`src/rtl/pair_triple_pattern_gen.sv`:
```
`default_nettype none
// ============================================================================
// Module   : pair_triple_pattern_gen
// Brief    : Stimulus generator for the three-input pair/triple (2-of-3
//            majority) detector. One start command selects the class
//            (majority / minority) and the pattern count. Patterns are
//            emitted on in0..in2 over a valid/ready stream, followed by a
//            one-cycle done pulse.
// Options  : `define PAIR_TRIPLE_PATTERN_GEN_SHUFFLE_EN visits the pattern
//            table in bit-reversed index order (0,2,1,3) instead of 0,1,2,3.
// Revision : 1.0 - initial release
// ============================================================================
module pair_triple_pattern_gen #(
  parameter int p_nbits_count = 3
) (
  input  logic                     clk,
  input  logic                     rst,
  input  logic                     start,
  input  logic                     mode,
  input  logic [p_nbits_count-1:0] count,
  output logic                     out_val,
  input  logic                     out_rdy,
  output logic                     in0,
  output logic                     in1,
  output logic                     in2,
  output logic                     busy,
  output logic                     done
);

  // --------------------------------------------------------------------------
  // Constants
  // --------------------------------------------------------------------------
  localparam logic [1:0] c_IDLE = 2'd0;
  localparam logic [1:0] c_EMIT = 2'd1;
  localparam logic [1:0] c_DONE = 2'd2;

  // One extra bit so count=0 can represent the full 2^p_nbits_count run.
  localparam int                c_REM_W = p_nbits_count + 1;
  localparam logic [c_REM_W-1:0] c_FULL  = {1'b1, {p_nbits_count{1'b0}}};
  localparam logic [c_REM_W-1:0] c_ONE   = {{p_nbits_count{1'b0}}, 1'b1};

  // --------------------------------------------------------------------------
  // State
  // --------------------------------------------------------------------------
  logic [1:0]         state_q,     state_d;
  logic               mode_q,      mode_d;
  logic [1:0]         index_q,     index_d;
  logic [c_REM_W-1:0] remaining_q, remaining_d;

  logic               w_fire;
  logic [1:0]         w_tbl_idx;
  logic [2:0]         w_pattern;

  // Pattern tables, bit order {in0,in1,in2}. Every majority entry has at
  // least two ones; every minority entry has at most one.
  function automatic logic [2:0] f_pattern(input logic m, input logic [1:0] idx);
    logic [2:0] p;
    p = 3'b000;
    if (m) begin
      case (idx)
        2'd0:    p = 3'b011;
        2'd1:    p = 3'b101;
        2'd2:    p = 3'b110;
        default: p = 3'b111;
      endcase
    end else begin
      case (idx)
        2'd0:    p = 3'b000;
        2'd1:    p = 3'b001;
        2'd2:    p = 3'b010;
        default: p = 3'b100;
      endcase
    end
    return p;
  endfunction

  // A transfer happens only while a pattern is actually on offer.
  assign w_fire = (state_q == c_EMIT) && out_rdy;

  // The index counter always steps 0,1,2,3; the shuffled order is obtained by
  // reading the table through the bit-reversed counter value.
`ifdef PAIR_TRIPLE_PATTERN_GEN_SHUFFLE_EN
  assign w_tbl_idx = {index_q[0], index_q[1]};
`else
  assign w_tbl_idx = index_q;
`endif

  assign w_pattern = f_pattern(mode_q, w_tbl_idx);

  // Next-state logic: command capture in IDLE, stepping on each handshake.
  always_comb begin
    state_d     = state_q;
    mode_d      = mode_q;
    index_d     = index_q;
    remaining_d = remaining_q;
    case (state_q)
      c_IDLE: begin
        if (start) begin
          mode_d      = mode;
          index_d     = 2'd0;
          remaining_d = (count == '0) ? c_FULL : {1'b0, count};
          state_d     = c_EMIT;
        end
      end
      c_EMIT: begin
        if (w_fire) begin
          index_d     = index_q + 2'd1;
          remaining_d = remaining_q - c_ONE;
          if (remaining_q == c_ONE) begin
            state_d = c_DONE;
          end
        end
      end
      c_DONE: begin
        // Single-cycle completion; a start seen here is deliberately dropped.
        state_d = c_IDLE;
      end
      default: begin
        state_d = c_IDLE;
      end
    endcase
  end

  // State registers with synchronous reset that overrides any command.
  always_ff @(posedge clk) begin
    if (rst) begin
      state_q     <= c_IDLE;
      mode_q      <= 1'b0;
      index_q     <= 2'd0;
      remaining_q <= '0;
    end else begin
      state_q     <= state_d;
      mode_q      <= mode_d;
      index_q     <= index_d;
      remaining_q <= remaining_d;
    end
  end

  // Outputs decode purely from registered state, so they hold stable while
  // the consumer stalls and are forced to zero outside EMIT.
  always_comb begin
    out_val         = (state_q == c_EMIT);
    {in0, in1, in2} = out_val ? w_pattern : 3'b000;
    busy            = (state_q == c_EMIT) || (state_q == c_DONE);
    done            = (state_q == c_DONE);
  end

endmodule
`default_nettype wire

```
`config.mk`:
```
export PLATFORM = sky130hd
export DESIGN_NAME = pair_triple_pattern_gen
export DESIGN_NICKNAME = d
export VERILOG_FILES = /design/src/rtl/pair_triple_pattern_gen.sv
export SDC_FILE = /design/constraint.sdc
export NUM_CORES = 1
export LEC_CHECK = 0
export BUFFER_PORTS_ARGS = -buffer_cell sky130_fd_sc_hd__buf_2
export CAP_MARGIN = 5
export CORE_AREA = 2 2 47 49
export DETAILED_ROUTE_END_ITERATION = 12
export DIE_AREA = 0 0 49 51
export SYNTH_ARGS = -nofsm -noshare
export SYNTH_HDL_FRONTEND = slang
export SYNTH_SLANG_ARGS = --single-unit
```
`constraint.sdc`:
```
create_clock -name clk -period 4.6 [get_ports clk]
set_input_delay 0.23 -clock clk [delete_from_list [all_inputs] [get_ports clk]]
set_output_delay 0.23 -clock clk [all_outputs]
set_load 0.005 [all_outputs]
```
Yosys cells after proc, flatten, opt, wreduce, memory -nomap -nowiden

Index checks and enable logic that the tools add are counted.

Add/sub/neg operators: 2
Eq/ne operators: 8
Mux-type cells: 15
Reductions and logical operators: 9

Operators by type and width:

| operator                                              | number |
|---|---|
| one-hot mux 3 bit (3 select lines)                    | 2 |
| two-way mux 4 bit                                     | 3 |
| two-way mux 2 bit                                     | 5 |
| one-hot mux 2 bit (2 select lines)                    | 2 |
| one-hot mux 4 bit (2 select lines)                    | 1 |
| two-way mux 3 bit                                     | 2 |
| AND reduction 3 bit                                   | 2 |
| equality test 2 x 1 -> 1 bit, second input constant   | 2 |
| equality test 2 bit, second input constant            | 2 |
| equality test 4 x 1 -> 1 bit, second input constant   | 1 |
| zero test 2 bit                                       | 2 |
| inequality test 2 x 1 -> 1 bit, second input constant | 2 |
| subtractor 4 x 1 -> 4 bit, second input constant      | 1 |
| zero test 3 bit                                       | 1 |
| adder 2 x 1 -> 2 bit, second input constant           | 1 |
| inequality test 2 bit, second input constant          | 1 |
| AND reduction 2 bit                                   | 1 |
| nonzero test 2 bit                                    | 1 |
| logical AND 1 bit                                     | 1 |
| logical OR 1 bit                                      | 1 |

Flip-flop bits (word level): 9
Bits of input ports: 8
Output and inout bits: 6
Word-level logic and storage cells: 38

Longest topological paths before layout

Gate-level depths: netlist (run 1).

Depth after elaboration: 4
Gate-level depth with buffers: 6
Mapped depth without buffers: 5

Least setup slack after synthesis (run 1)

Ideal clock, no wire load.

Kind: register to register
Start: register state_q[0]
End: register remaining_q[1]
Library setup time: 122 ps
Arrival: 1633 ps
Required time: 4478 ps
Path slack: 2845 ps
Cell stages (with the launch flop): 7
Path buffers: 1
Cell sequence: dfxtp_1 > inv_1 > ha_1 > nor2b_4 > buf_6 > or3_4 > o311a_1

Cells in the longest elaborated chain, start to end: 4
Elaborated cells on any way between the ends: 8

Ends and longest elaborated chain:

| item                                            | RTL line | text |
|---|---|---|
| from (decl)                                     | 45       | `logic [1:0] state_q, state_d;` |
| from (signal assigned)                          | 127      | `state_q <= c_IDLE;` |
| from (signal assigned)                          | 132      | `state_q <= state_d;` |
| equality test 2 x 1 -> 1 bit                    | 78, 96   |  |
| logical AND 1 bit                               | 78       | `assign w_fire = (state_q == c_EMIT) && out_rdy;` |
| inequality test 2 x 1 -> 1 bit (no source line) | -        |  |
| AND reduction 3 bit (no source line)            | -        |  |
| to (signal assigned)                            | 135      | `remaining_q <= remaining_d;` |
| to (decl)                                       | 48       | `logic [c_REM_W-1:0] remaining_q, remaining_d;` |

Parallel ways exist; a longest one is shown, timed or not.
A chain may end at the register's enable or synchronous reset.

Worst setup path in the final report (run 1)

Start: register state_q[1]
End: register remaining_q[1]

The elaborated chain is that of the path after synthesis.

==> run metrics, run 1 <==
Net Count, Synth 104; Slew Viols, Final 0; PortBufs 13; via-per-instance ratio around 4.9; EDFF count, synth 0; crit-path max FO 18; Ys Warns 0; Clock Root Buffer clkbuf_4; via count 620; sequential fraction of the synthesis area 0.242; mux cell area share after synthesis 0.0404; Worst R2R Path Depth 5; hold wc startpoint rst; Post-Synth Adder-Cell Area 0.202; Layout area overhead 13.3%; Post-Route Utilization 0.408; fillers 212; first-pass GRT wire length 2.40 mm; asr flop ratio synth 0; Worst VDD drop approximately 0.27 mV; Die ar. 2500 sq um; CTS max path bufs 2; Core Footprint 2060 sq um; Congestion Overflow GR 0; Worst-Margin Slew 0.518 ns; Hold Path Class in2reg; Skew-Pair Late Insertion Delay 0.26 ns; WL per Instance 10.7 microns; largest family of logic cells by synthesized area simple AND/OR/NAND/NOR gates; Yosys cell types 29; post-CTS sizing 0; status complete, no violations; top_reg_cell synth dfxtp_1; R2R Path End remaining_q[1]; clock-pin slew on the worst setup and hold paths 0.06 ns; starting density of the core 0.360; CP Launch Type flip-flop; simple-gate area share of the yosys netlist 0.246; Die Height 51 microns; vias in the first global route 589; FMAX 0.489 GHz; minimum clock period between 2 and 2.5 ns; post-synth top area cell dfxtp_1; sum of negative setup slack 0 ns; Nets 119; P_leak 0.388 nW; Ports 14; WL final approximately 1.4 mm; RR Startpoint state_q[1]; final setup vio count 0; row cnt 17; drt first pass iters 4; r2r setup slk 2.55 ns; post-CTS setup buffer count 0; cts bufs inserted 3; leading post-synthesis cells by cell area dfxtp_1 24%, ha_1 20%, nand2_1 5.1%; H-tree depth 1; hpwl dp 1.11 mm; clock skew about 0.0085 ns; # hold bufs at CTS 0; Max-cap violations 0; Mapped Area 743 sq um; hold depth 2; cell with the most instances after synthesis ha_1; Worst slew margin 0.655; Yosys top cell area share 0.242; ANT cells 0; final critical-path share of the clock period 0.445; DR DRC count 0; largest net degree at the start of global routing 19; initial antenna violation count 0; critical path arrival 2.19 ns; Yosys reg bits 9; Post-Syn Area per Cell 8.85 sq um; synthesized netlist cell count 84; Worst Hold End mode_q; GP Congestion roughly 0.72; Total GRT Usage 0.127; die width 49 microns; Crit Path Category reg2reg; unrepaired setup endpoints after global routing no; clk sinks 9; CTS tree yes; Compound-Gate Fraction of Synth Area 0.187; commonest cells in the netlist 12 x ha_1, 10 x nand2_1, 9 x dfxtp_1, 9 x inv_1, 5 x a21oi_1; Critical Path RT approximately 4.7 ns; DR iter-0 viols 15; final hold viol count 0; remaining antenna violation count after routing 0; share of cells above drive strength 1 0.204; Synth Area in XOR/XNOR 0; crit path capture type flip-flop; PD cells 525 nW/um^2
[flip-flops by register name, indices dropped and copies added (netlist names)]
| name | count |
|---|---|
| mode_q | 1 |
| index_q | 2 |
| state_q | 2 |
| remaining_q | 4 |
[cells in the final DEF (no fill, tap or decap)]
master / synthesis / final
a211oi_2: 1 / 1
clkbuf_1: 0 / 1
o211a_1: 1 / 1
o311a_1: 2 / 2
and2b_1: 3 / 3
or3b_1: 1 / 1
or2b_1: 1 / 1
o31a_1: 1 / 1
nand2_1: 10 / 10
a2111oi_0: 1 / 1
a21oi_1: 5 / 5
nor3_1: 1 / 1
buf_2: 1 / 13
o32ai_1: 2 / 2
nor2b_1: 2 / 2
and2_1: 2 / 2
ha_1: 12 / 12
nor4_1: 2 / 2
dfxtp_1: 9 / 9
inv_1: 9 / 9
nor2b_4: 2 / 2
nor2_1: 2 / 2
nand3_1: 1 / 1
o21ai_0: 1 / 1
nand4_1: 2 / 2
clkbuf_4: 0 / 3
or3_4: 1 / 1
mux2i_1: 3 / 3
o41ai_1: 1 / 1
o31ai_1: 3 / 3
[critical path, cell delays in order (launching register included)]
cell and delay, ns:
dfxtp_1 0.32, inv_1 0.12, ha_1 0.50, nor2_1 0.23, or3_4 0.39, o311a_1 0.35
[how the worst max path moves through the flow]
stage,to,from,slack (ns),cells after the start
after floorplan,remaining_q[1],state_q[0],2.85,6
after global placement,remaining_q[1],state_q[1],2.63,5
after detailed placement,remaining_q[1],state_q[1],2.56,5
after CTS,remaining_q[1],state_q[1],2.55,5
after global routing,remaining_q[1],state_q[1],2.42,5
final,remaining_q[1],state_q[1],2.55,5
[stage by stage]
step           power, mW  hold slack, ns  worst slack [ns]  area (sq um)  std cells
2_1_floorplan      0.339           0.299              2.85           743         84
3_3_place_gp       0.387           0.469              2.63           816        122
3_5_place_dp       0.385           0.480              2.56           816        122
4_1_cts            0.446           0.208              2.55           842        126
5_1_grt            0.488           0.218              2.42           842        126
6_report           0.442           0.213              2.55           842        126
[per-layer routing]
metal  track usage  vias up  wire length [microns]
li1              -      326                      -
met1         0.143      275                    637
met2         0.217       15                    638
met3        0.0263        4                     54
met4        0.0857        0                     22
met5             0        -                      0
[cell type report]
cell class	instances	area [sq um]	share of cell area
tap	28	35.0	0.0416
timing repair buffer	13	65.1	0.0773
sequential	9	180	0.214
multi-input combinational	63	502	0.596
clock buffer	4	26.3	0.0312
inverter	9	33.8	0.0401
[logic make-up (layout without fill, tap and decap cells)]
| logic type | after synthesis | after routing |
|---|---|---|
| DFF | 9 | 9 |
| buffers and inverters | 12 | 26 |
| and+or+nand+nor | 30 | 30 |
| muxes | 3 | 3 |
| adders and majority gates | 12 | 12 |
| AOI/OAI and AO/OA | 18 | 18 |
[power by group]
part | switching (mW) | total (mW) | internal (mW)
logic | 0.137 | 0.258 | 0.121
clock network | 0.0262 | 0.0596 | 0.0334
registers | 0.0222 | 0.125 | 0.103
Power figures use the tool's default switching activity.
==> inputs of run 2 (changes only) <==
--- a/config.mk
+++ b/config.mk
@@ -5,11 +5,12 @@
 export SDC_FILE = /design/constraint.sdc
 export NUM_CORES = 1
 export LEC_CHECK = 0
+export ABC_AREA = 1
 export BUFFER_PORTS_ARGS = -buffer_cell sky130_fd_sc_hd__buf_2
 export CAP_MARGIN = 5
-export CORE_AREA = 2 2 47 49
+export CORE_AREA = 2 2 46 48
 export DETAILED_ROUTE_END_ITERATION = 12
-export DIE_AREA = 0 0 49 51
+export DIE_AREA = 0 0 48 50
 export SYNTH_ARGS = -nofsm -noshare
 export SYNTH_HDL_FRONTEND = slang
 export SYNTH_SLANG_ARGS = --single-unit
==> constraint.sdc (replaced) <==
create_clock -name clk -period 1.7 [get_ports clk]
set_input_delay 0.085 -clock clk [delete_from_list [all_inputs] [get_ports clk]]
set_output_delay 0.085 -clock clk [all_outputs]
set_load 0.005 [all_outputs]
==> run metrics, run 2 <==
Ys Warns 0; largest net degree at the start of global routing 12; top_reg_cell synth dfxtp_1; Top reg by flops remaining_q; die width roughly 48 microns; Clock Root Buffer clkbuf_4; placed cell count 142; post-synth top area cell dfxtp_1; cts bufs inserted 3; Max-cap violations 0; WL per Instance 9.73 microns; Net Count, Synth 122; Non-Filler Instances 146; CP Launch Type flip-flop; Tot Pwr 1.27 mW; unrepaired setup endpoints after global routing no; post-CTS setup buffer count 0; via-per-instance ratio 4.49; drt first pass iters 4; final hold viol count 0; Ports 14; starting density of the core 0.382; Hold Path Class in2reg; final setup vio count 0; final instance area 852 sq um; Critical Path RT 1.62 ns; via count around 660; Die ar. between 2000 and 2500 sq um; GP Congestion 0.792; PortBufs 13; Mapped Area between 700 and 800 sq um; Congestion Overflow GR 0; P_leak 0.432 nW; mux cell area share after synthesis 0; Skew-Pair Late Insertion Delay 0.27 ns; Core Footprint 1900 sq um; final worst slack 0.147 ns; Crit Path Category reg2out; leading post-synthesis cells by cell area dfxtp_1 25%, ha_1 21%, nand2_1 9.8%; FMAX 0.644 GHz; CTS tree yes; commonest non-fill, non-tap cell in the layout nand2_1; first-pass GRT wire length approximately 2.5 mm; Post-Route Utilization 0.448; Post-Synth Adder-Cell Area 0.207; crit path capture type output port; simple-gate area share of the yosys netlist 0.315; Fin Hold WS 0.0614 ns; Yosys reg bits 9; commonest cells in the netlist 19 x nand2_1, 17 x inv_1, 12 x ha_1, 12 x nor2_1; critical path arrival 1.47 ns; CTS max path bufs 2; EDFF count, synth 0; H-tree depth 1; Worst VDD drop 0.788 mV; vias in the first global route 581; clock skew 0.00644 ns; largest family of logic cells by synthesized area simple AND/OR/NAND/NOR gates; initial antenna violation count 0; Post-Syn Area per Cell 7.13 sq um; cell with the most instances after synthesis nand2_1; sequential fraction of the synthesis area 0.248; sum of negative setup slack 0 ns; asr flop ratio synth 0; synthesized netlist cell count 102; Worst slew margin 0.860; Worst-Margin Slew 0.209 ns; Compound-Gate Fraction of Synth Area 0.110; final critical-path share of the clock period 0.914; status complete, no violations; clock-pin slew on the worst setup and hold paths 0.07 ns; share of cells above drive strength 1 0.210; minimum clock period 1.55 ns; remaining antenna violation count after routing 0; most frequent cells in the layout 19 x nand2_1, 16 x inv_1, 13 x buf_2; Slew Viols, Final 0; Area after DPL 822 sq um; ANT cells 0; hpwl dp about 1.1 mm; clk sinks 9; Total GRT Usage 0.145; max reg flops 4; Die Height 50 microns; row cnt 16; PD cells 1490 nW/um^2; Layout area overhead 17.2%; post-place setup slack between 0.2 and 0.3 ns; DR DRC count 0; largest registers remaining_q: 4 flops, index_q: 2 flops, state_q: 2 flops; Nets 140; Yosys top cell area share 0.248; DR iter-0 viols 9; Synth Area in XOR/XNOR 0; WL final 1.42 mm; Yosys cell types 19; crit-path max FO 4
## run 2: changes by cell type in the layout (fill, tap and decap cells not counted), moves of 7 or more
cell,before,now
nand3_1,1,9
inv_1,9,16
nand2_1,10,19
nor2_1,2,12
## run 2: path summary, 6_finish.rpt
kind	startpoint	endpoint	slack (ns)	cells past startpoint
hold reg to reg	remaining_q[1]	remaining_q[1]	0.49	2
setup reg to reg	state_q[1]	remaining_q[2]	0.33	9
hold / removal	rst	index_q[1]	0.06	2
setup / recovery	index_q[0]	in0	0.15	6
## run 2: where the power goes
part,total [mW],internal [mW],switching [mW]
logic,0.753,0.292,0.461
registers,0.342,0.281,0.0617
clock network,0.178,0.0908,0.0868
total,1.27,0.663,0.610
## run 2: cell families (layout without fill, tap and decap cells)
| kind of cell | after synthesis | count (layout) |
|---|---|---|
| compound gates | 15 | 15 |
| fa+ha+maj | 12 | 12 |
| buf+inv | 20 | 37 |
| flops | 9 | 9 |
| simple gates | 46 | 46 |
## run 2: layout make-up
class,count,area [sq um]
clock buffers,4,26.3
repair buffers,14,76.3
flip-flops and latches,9,180
fillers,210,1050
well taps,27,33.8
multi-input cells,73,459
inverters,19,76.3
## run 2: routing by layer
layer	up-vias	part of all wire	global-route usage
met4	0	0.020	0.0811
met3	4	0.035	0.0330
met2	13	0.43	0.204
met1	283	0.51	0.195
li1	356	-	-
met5	-	0	0
## run 2: repair_timing
action | 4_1_cts | 5_1_grt
setup endpoints to repair | 0 | 2
hold buffers | 0 | 0
resized for setup | 0 | 2
## run 2: worst max-delay path, stage by stage, from the launching register on
cell and delay, ns:
dfxtp_1 0.38, inv_1 0.11, ha_1 0.32, inv_1 0.08, o21ai_0 0.08, a21oi_1 0.11
buf_2 0.12
